**config.mk**
```make
export PLATFORM = sky130hd
export DESIGN_NAME = axi_stream_splitter_3
export DESIGN_NICKNAME = d
export VERILOG_FILES = /design/src/rtl/axi_stream_splitter_3.sv
export SDC_FILE = /design/constraint.sdc
export NUM_CORES = 1
export LEC_CHECK = 0
export BUFFER_PORTS_ARGS = -buffer_cell sky130_fd_sc_hd__buf_4
export CAP_MARGIN = 20
export CORE_MARGIN = 2
export CORE_UTILIZATION = 53
export CTS_BUF_LIST = sky130_fd_sc_hd__clkbuf_8
export DETAILED_ROUTE_END_ITERATION = 6
export PLACE_DENSITY_LB_ADDON = 0.2
export SLEW_MARGIN = 15
export SYNTH_ARGS = -nofsm -noshare
export SYNTH_HDL_FRONTEND = slang
export SYNTH_SLANG_ARGS = --single-unit
```
**constraint.sdc**
```tcl
create_clock -name clock -period 2.4 [get_ports clock]
set_input_delay 0.24 -clock clock [delete_from_list [all_inputs] [get_ports clock]]
set_output_delay 0.24 -clock clock [all_outputs]
set_load 0.005 [all_outputs]
```
**src/rtl/axi_stream_splitter_3.sv**
```systemverilog
// axi_stream_splitter_3: routes one combined stream to three channel streams by dest code.
// Each channel has a 2-entry FIFO and a tlast generator that fires every TLAST_PERIOD pushes.
// The optional unmatched-beat counter (dropped_beats_o) is built only when the macro
// AXI_SPLITTER_DROP_COUNT_EN is defined.
module axi_stream_splitter_3 #(
  parameter int unsigned COMBINED_DATA_WIDTH = 32,
  parameter int unsigned CHANNEL_DATA_WIDTH  = 16,
  parameter logic [7:0]  DEST_1              = 8'd0,
  parameter logic [7:0]  DEST_2              = 8'd1,
  parameter logic [7:0]  DEST_3              = 8'd2,
  parameter int unsigned TLAST_PERIOD        = 1024,
  parameter string       MSB_DEST_SUPPORT    = "TRUE"
) (
  input  logic                           clock,
  input  logic                           reset,
  input  logic [COMBINED_DATA_WIDTH-1:0] stream_in_data_i,
  input  logic [7:0]                     stream_in_dest_i,
  input  logic [7:0]                     stream_in_user_i,
  input  logic                           stream_in_valid_i,
  input  logic                           stream_in_tlast_i,
  output logic                           stream_in_ready_o,
  output logic [CHANNEL_DATA_WIDTH-1:0]  stream_out_1_data_o,
  output logic [7:0]                     stream_out_1_dest_o,
  output logic [7:0]                     stream_out_1_user_o,
  output logic                           stream_out_1_valid_o,
  output logic                           stream_out_1_tlast_o,
  input  logic                           stream_out_1_ready_i,
  output logic [CHANNEL_DATA_WIDTH-1:0]  stream_out_2_data_o,
  output logic [7:0]                     stream_out_2_dest_o,
  output logic [7:0]                     stream_out_2_user_o,
  output logic                           stream_out_2_valid_o,
  output logic                           stream_out_2_tlast_o,
  input  logic                           stream_out_2_ready_i,
  output logic [CHANNEL_DATA_WIDTH-1:0]  stream_out_3_data_o,
  output logic [7:0]                     stream_out_3_dest_o,
  output logic [7:0]                     stream_out_3_user_o,
  output logic                           stream_out_3_valid_o,
  output logic                           stream_out_3_tlast_o,
  input  logic                           stream_out_3_ready_i
`ifdef AXI_SPLITTER_DROP_COUNT_EN
  ,
  output logic [15:0]                    dropped_beats_o
`endif
);

  // FIFO entry layout: {data, dest, user, tlast}
  localparam int unsigned EW      = CHANNEL_DATA_WIDTH + 17;
  localparam bit          MsbDest = (MSB_DEST_SUPPORT == "TRUE");

  logic [7:0]    sel_dest;
  logic [2:0]    hit, full, push, pop, out_valid, out_ready;
  logic          in_ready, accept;
  logic [EW-1:0] head [3];

  // stream_in.tlast and the discarded upper data bits are intentionally ignored.
  logic unused_in;
  assign unused_in = ^{stream_in_tlast_i, stream_in_dest_i, stream_in_data_i};

  assign sel_dest  = MsbDest ? stream_in_data_i[COMBINED_DATA_WIDTH-1 -: 8] : stream_in_dest_i;
  assign out_ready = {stream_out_3_ready_i, stream_out_2_ready_i, stream_out_1_ready_i};

  // Priority decode of the selected dest: output 1 wins over 2, 2 over 3.
  always_comb begin
    hit = '0;
    if (sel_dest == DEST_1)      hit[0] = 1'b1;
    else if (sel_dest == DEST_2) hit[1] = 1'b1;
    else if (sel_dest == DEST_3) hit[2] = 1'b1;
  end

  // Ready depends only on the routed FIFO's fullness, never on valid; held low in reset.
  always_comb begin
    in_ready = 1'b1;
    for (int i = 0; i < 3; i++) begin
      if (hit[i]) in_ready = ~full[i];
    end
    if (!reset) in_ready = 1'b0;
  end

  assign stream_in_ready_o = in_ready;
  assign accept            = stream_in_valid_i & in_ready;
  assign push              = hit & {3{accept}};
  assign pop               = out_valid & out_ready;

  for (genvar g = 0; g < 3; g++) begin : g_ch
    logic [EW-1:0] mem_q [2];
    logic [EW-1:0] mem_d [2];
    logic          wr_ptr_q, wr_ptr_d, rd_ptr_q, rd_ptr_d;
    logic [1:0]    cnt_q, cnt_d;
    logic [15:0]   tcnt_q, tcnt_d;
    logic          tlast_gen;

    assign tlast_gen    = (tcnt_q == 16'(TLAST_PERIOD - 1));
    assign full[g]      = (cnt_q == 2'd2);
    assign out_valid[g] = (cnt_q != 2'd0);
    assign head[g]      = mem_q[rd_ptr_q];

    // FIFO and tlast counter next state; a full FIFO never sees a push since ready is low.
    always_comb begin
      mem_d    = mem_q;
      wr_ptr_d = wr_ptr_q;
      rd_ptr_d = rd_ptr_q;
      tcnt_d   = tcnt_q;
      if (push[g]) begin
        mem_d[wr_ptr_q] = {stream_in_data_i[CHANNEL_DATA_WIDTH-1:0], sel_dest,
                           stream_in_user_i, tlast_gen};
        wr_ptr_d        = ~wr_ptr_q;
        tcnt_d          = tlast_gen ? 16'd0 : tcnt_q + 16'd1;
      end
      if (pop[g]) rd_ptr_d = ~rd_ptr_q;
      cnt_d = cnt_q + {1'b0, push[g]} - {1'b0, pop[g]};
    end

    // Channel state registers with synchronous active-low reset.
    always_ff @(posedge clock) begin
      if (!reset) begin
        mem_q    <= '{default: '0};
        wr_ptr_q <= 1'b0;
        rd_ptr_q <= 1'b0;
        cnt_q    <= 2'd0;
        tcnt_q   <= 16'd0;
      end else begin
        mem_q    <= mem_d;
        wr_ptr_q <= wr_ptr_d;
        rd_ptr_q <= rd_ptr_d;
        cnt_q    <= cnt_d;
        tcnt_q   <= tcnt_d;
      end
    end
  end

  assign stream_out_1_data_o  = head[0][EW-1 -: CHANNEL_DATA_WIDTH];
  assign stream_out_1_dest_o  = head[0][16:9];
  assign stream_out_1_user_o  = head[0][8:1];
  assign stream_out_1_tlast_o = head[0][0] & out_valid[0];
  assign stream_out_1_valid_o = out_valid[0];
  assign stream_out_2_data_o  = head[1][EW-1 -: CHANNEL_DATA_WIDTH];
  assign stream_out_2_dest_o  = head[1][16:9];
  assign stream_out_2_user_o  = head[1][8:1];
  assign stream_out_2_tlast_o = head[1][0] & out_valid[1];
  assign stream_out_2_valid_o = out_valid[1];
  assign stream_out_3_data_o  = head[2][EW-1 -: CHANNEL_DATA_WIDTH];
  assign stream_out_3_dest_o  = head[2][16:9];
  assign stream_out_3_user_o  = head[2][8:1];
  assign stream_out_3_tlast_o = head[2][0] & out_valid[2];
  assign stream_out_3_valid_o = out_valid[2];

`ifdef AXI_SPLITTER_DROP_COUNT_EN
  logic [15:0] dropped_q, dropped_d;

  // Saturating count of accepted beats whose dest matched no output.
  always_comb begin
    dropped_d = dropped_q;
    if (accept && (hit == 3'b000) && (dropped_q != 16'hFFFF)) dropped_d = dropped_q + 16'd1;
  end

  // Drop counter register, cleared only by reset.
  always_ff @(posedge clock) begin
    if (!reset) dropped_q <= 16'd0;
    else        dropped_q <= dropped_d;
  end

  assign dropped_beats_o = dropped_q;
`endif

endmodule

```
### Yosys cells after proc, flatten, opt, wreduce, memory -nomap -nowiden

Index checks and enable logic that the tools add are counted.

| operators by class | value |
|---|---|
| add/subtract/negate cells | 9 |
| multiply operators | 0 |
| divide/modulo/power cells | 0 |
| order comparisons | 9 |
| eq/ne operators | 8 |
| shift-type cells | 0 |
| multiplexer cells | 30 |
| bitwise logic cells | 21 |
| reductions and logical operators | 7 |

Operator list:

| cell | count |
|---|---|
| $mux 33 | 12 |
| $bwmux 66 | 3 |
| $demux 33 s1 | 3 |
| $add 16x1->16 const B | 3 |
| $eq 16x10->1 const B | 3 |
| $mux 16 | 3 |
| $ge 2x2->1 const B | 6 |
| $not 1->2 | 6 |
| $not 1->1 | 9 |
| $eq 8x1->1 const B | 1 |
| $eq 8x2->1 const B | 1 |
| $logic_not 8->1 | 1 |
| $mux 1 | 8 |
| $add 2x1->2 | 3 |
| $and 3x3->3 | 2 |
| $eq 2x2->1 const B | 3 |
| $lt 2x1->1 const B | 3 |
| $reduce_bool 2->1 | 3 |
| $sub 2x1->2 | 3 |
| $and 1x1->1 | 4 |
| $logic_and 1x1->1 | 3 |
| $mux 2 | 1 |

| storage, ports and cells | value |
|---|---|
| register bits | 258 |
| bits in latches | 0 |
| bits in writable memories | 0 |
| ROM bits | 0 |
| input port bits | 55 |
| output and inout bits | 103 |
| logic and storage cells | 102 |
| memories | 0 |

### Depth between registers and ports, before layout

| depth | value |
|---|---|
| depth after elaboration | 11 |
| depth in mapped cells | 9 |
| mapped depth without buffers | 9 |

### Worst setup path after synthesis

No wires, ideal clock.

| timing path | value |
|---|---|
| kind | input -> register |
| from | input stream_in_data_i[26] |
| to | register g_ch[2].cnt_q[1] |
| library setup time | 128 ps |
| arrival time | 2,215 ps |
| required time | 2,272 ps |
| setup slack | 58 ps |
| cell stages on the path | 9 |
| path buffers | 2 |
| path through | or4_1 -> or4_4 -> clkinv_2 -> buf_4 -> buf_4 -> ha_1 -> xor2_1 -> xnor2_1 -> nor2_1 |

| on the way | value |
|---|---|
| cells in the longest elaborated chain, start to end | 10 |
| elaborated cells on any way between the ends | 16 |
| classes of those cells | add/sub (2); eq/ne (2); mux (9); bitwise (2); reduce/logical (1) |

Ends and longest elaborated chain:

| item | line | text |
|---|---|---|
| start, declared | 16 | `input logic [COMBINED_DATA_WIDTH-1:0] stream_in_data_i,` |
| $eq 8x1->1 (tied with other cells) | 66 | `else if (sel_dest == DEST_2) hit[1] = 1'b1;` |
| $mux 1 (on tied branches) | 66, 65, 67 |  |
| $mux 2 (tied with other cells) | 65 | `if (sel_dest == DEST_1) hit[0] = 1'b1;` |
| $mux 1 or $mux 2 (tied branches) | 74, 65 |  |
| $mux 1 | 74 | `if (hit[i]) in_ready = ~full[i];` |
| $mux 1 | 76 | `if (!reset) in_ready = 1'b0;` |
| $and 1x1->1 | 80 | `assign accept = stream_in_valid_i & in_ready;` |
| $and 3x3->3 (*) | 81 | `assign push = hit & {3{accept}};` |
| $add 2x1->2 (*) | 110 | `cnt_d = cnt_q + {1'b0, push[g]} - {1'b0, pop[g]};` |
| $sub 2x1->2 (*) | 110 |  |
| end signal, assigned | 125 | `cnt_q <= cnt_d;` |
| end, declared | 88 | `logic [1:0] cnt_q, cnt_d;` |

Mark *: on every way between the ends. The rest lies on a longest branch, timed or not.
A chain may end at the register's enable or synchronous reset.

### Worst setup path in the final report

| timing path | value |
|---|---|
| from | register g_ch[1].rd_ptr_q |
| to | output stream_out_2_data_o[10] |

| on the way | value |
|---|---|
| cells in the longest elaborated chain, start to end | 4 |

Ends and longest elaborated chain:

| item | line | text |
|---|---|---|
| start, declared | 87 | `logic wr_ptr_q, wr_ptr_d, rd_ptr_q, rd_ptr_d;` |
| start signal, assigned | 124 | `rd_ptr_q <= rd_ptr_d;` |
| $not 1->2 (not written as such) | 95 | `assign head[g] = mem_q[rd_ptr_q];` |
| $mux 33 (not written as such) (3 in a row) | 95 |  |
| end, declared | 28 | `output logic [CHANNEL_DATA_WIDTH-1:0] stream_out_2_data_o,` |

No other way between the ends. The select of a mux whose other input is x is not followed.

==> flow_summary.toml <==
[yosys]
synthDistinctLibCells = 50
netlist_top_cells_count = "nand2_1, dfxtp_1, a21oi_1"
synth_compound_area_share_pct = 11.2
synth-simple-area-share_pct = 23.7
ys_seq_elements = 258
synthAdderAreaFrac_pct = 1.04
yosysWarnings = 0
syn-cell-area_um2 = 10800
synth.top_cell.area_share_pct = 47.6
yosysMostFrequentCell = "nand2_1"
yosys.area.top_type = "dfxtp_1"
synth_top_flop_cell = "dfxtp_1"
ys_seq_area_share_pct = 47.6
synth_edf_count = 0
synth_nets = 1336
syn_area_per_cell_um2 = 8.53
ys_top_cells_by_area = "dfxtp_1, mux2_2, nand2_1"
synthXorXnorAreaFrac_pct = 1.86
synthCells = 1272
synth_top_family_by_area = "simple AND/OR/NAND/NOR gates"
muxShareOfSynthArea_pct = 10.4
async_flop_share_pct = 0

[global_route]
grt_max_degree = 70
grt.overflow.total = 0
antenna_found_initial = 0
grt_pass1_vias = 9047
track_usage_pct = 25.0
grt_pass1_wl_um = 45100

[clock_tree]
cts_setup_buffers = 0
clk_latency_ns = 0.54
cts_tree = "done"
cts_buffer_depth = 3
htree_levels = 2
clk_pin_slew_ns = 0.06
cts.root.buffer_cell = "clkbuf_8"
clock_sinks = 258
cts_buffers = 42

[route]
wl_met3_um = 1920
met1_length_um = 12400
detail_route.wl_per_cell_um = 15.9
wirelength_um = 27500
routed-via-count = 9472
top_layer_used = "met4"
viasPerCell = 5.48
post-route-drc-count = 0
drtPass1Iterations = 5
drt-initial-drc-count = 557
final_antenna_net_count = 0
wl_met2_um = 12700

[hold_path]
worstHoldStart = "stream_in_data_i[31]"
hp-class = "in2reg"

[sta]
slew-limit-headroom_pct = 53.6
rsz0062_at_grt = "false"
period_share_pct = 90.5
fin_ws_ns = 0.228
hold_viol_final = 0
setup_viol = 0
clock_skew_ns = 0.0250
fin_crit_ns = 2.17
finalSetupTns_ns = 0
hold-worst-slack_ns = 0.0774
worst_slew_pin_slew_ns = 0.696
clock.fmax_mhz = 460
maxSlewViolCount = 0

[floorplanning]
start_util_pct = 53.8
fp.coreArea_um2 = 20200
fp.dieH_um = 147
die_width_um = 147
die_area_um2 = 21600
io_pins = 158
rows = 52

[pwr]
vdd_drop_max_uv = 520
p_leak_nw = 5.28
power_frac_comb_pct = 7.0
clkPwrFrac_pct = 42.4
p_total_mw = 8.62
power_frac_seq_pct = 50.6
intPower_mw = 6.55
switching_power_mw = 2.08
switching_share_pct = 24.1
power_density_nw_per_um2 = 648

[place]
gp_congestion = 0.897
place_ws_ns = 0.0427
dpl.hpwl_um = 17700
placedInstanceArea_um2 = 12300
io_buffers = 140

[layout]
fill_cells = 1728
layout.nets = 1494
drive_above_1_share_pct = 23.9
area_growth_pct = 22.7
diodes = 0
finalInstanceArea_um2 = 13300

[worst_setup_path]
cp.required_ns = 2.16
reg2reg_from = "g_ch[2].tcnt_q[10]$_SDFFE_PN0N_"
end_kind = "output pin"
cpMaxStageDelayCell = "buf_4"
cp-start-kind = "register"
worstPathMaxFanout = 31
critPathKind = "reg2out"
crit_chain = "buf_4 -> mux2_2 -> buf_4"
cp.arrival_ns = 1.93
cp_common_cell = "buf_4"
cpPeakStageDelay_ns = 0.44
startpoint = "g_ch[1].rd_ptr_q$_SDFFE_PN0P_"

[outcome]
status = "finished, final reports clean"

[job]
maxCapViolCount = 0
## area by class of cell
| type | count | area (µm²) | area share (%) |
|---|---|---|---|
| timing repair buffer | 207 | 1680 | 12.6 |
| inverter | 16 | 66.3 | 0.498 |
| clock inverter | 21 | 96.3 | 0.724 |
| sequential | 258 | 5170 | 38.8 |
| multi-input combinational | 905 | 5250 | 39.4 |
| tap | 270 | 338 | 2.54 |
| clock buffer | 52 | 716 | 5.38 |
## kinds of logic after synthesis
kind of cell    count (synthesis)
simple gates                  546
fa+ha+maj                       9
xor+xnor                       23
compound gates                226
flops                         258
mux                           101
buf+inv                       109
## power by group through the flow
| stage | clock network [mW] | logic [mW] | registers (mW) |
|---|---|---|---|
| after floorplan | 0 | 0.371 | 4.42 |
| after global placement | 0 | 0.566 | 4.46 |
| after detailed placement | 0 | 0.572 | 4.46 |
| after CTS | 3.74 | 0.607 | 4.36 |
| after global routing | 3.94 | 0.660 | 4.37 |
| final | 3.65 | 0.605 | 4.37 |
## cells in the final DEF, fill, tap and decap left out, drive strengths merged, types with 6 or more instances in the layout
master	Yosys	routed
a21oi	181	181
nand4	19	19
and4	7	7
ha	9	9
clkbuf	75	52
and3	49	49
inv	15	30
nor2	49	49
mux2	97	97
nand2b	10	10
nand2	283	283
dlygate4sd3	0	24
nand3	70	70
o21ai	13	13
dfxtp	258	258
and2	14	14
clkinv	1	6
nor4	7	7
o211ai	8	8
xor2	14	14
or3	10	10
buf	18	183
xnor2	9	9
nor3	8	8
or4	7	7
## sequential cells by signal, indices dropped and copies added, names as in the netlist
name           count
g_ch.mem_q       198
g_ch.tcnt_q       48
g_ch.cnt_q         6
g_ch.rd_ptr_q      3
g_ch.wr_ptr_q      3
## per-stage QoR
stage	std cells	utilization, %
floorplan	1272	-
global placement	1632	60.8
detailed placement	1632	60.8
CTS	1729	66.0
global route	1729	66.0
finish	1729	66.0
## critical path, delay by kind of cell, from the launching register on
kind	cells	cell delay, ns
buffers and inverters	2	0.59
flip-flops	1	0.37
multiplexers	1	0.44
## path summary, 6_finish.rpt
kind / slack [ns] / depth (start not counted) / to
setup / recovery: 0.23 / 3 / stream_out_2_data_o[10]
hold / removal: 0.08 / 4 / g_ch[0].tcnt_q[7]$_SDFFE_PN0N_
setup reg to reg: 0.33 / 6 / g_ch[2].tcnt_q[1]$_SDFFE_PN0N_
hold reg to reg: 0.45 / 2 / g_ch[2].mem_q[40]$_SDFFE_PN0P_
## layer usage
metal | global-route usage, % | vias to the layer above
met5 | 0 | -
met4 | 7.21 | 0
met3 | 4.97 | 37
met2 | 40.3 | 272
met1 | 34.3 | 4459
li1 | - | 4704
## repair_timing
item | CTS | global route
hold endpoints to repair | 94 | 0
hold buffers | 24 | 0
resized for setup | 0 | 0
No activity file was read; power rests on OpenSTA's default activity.
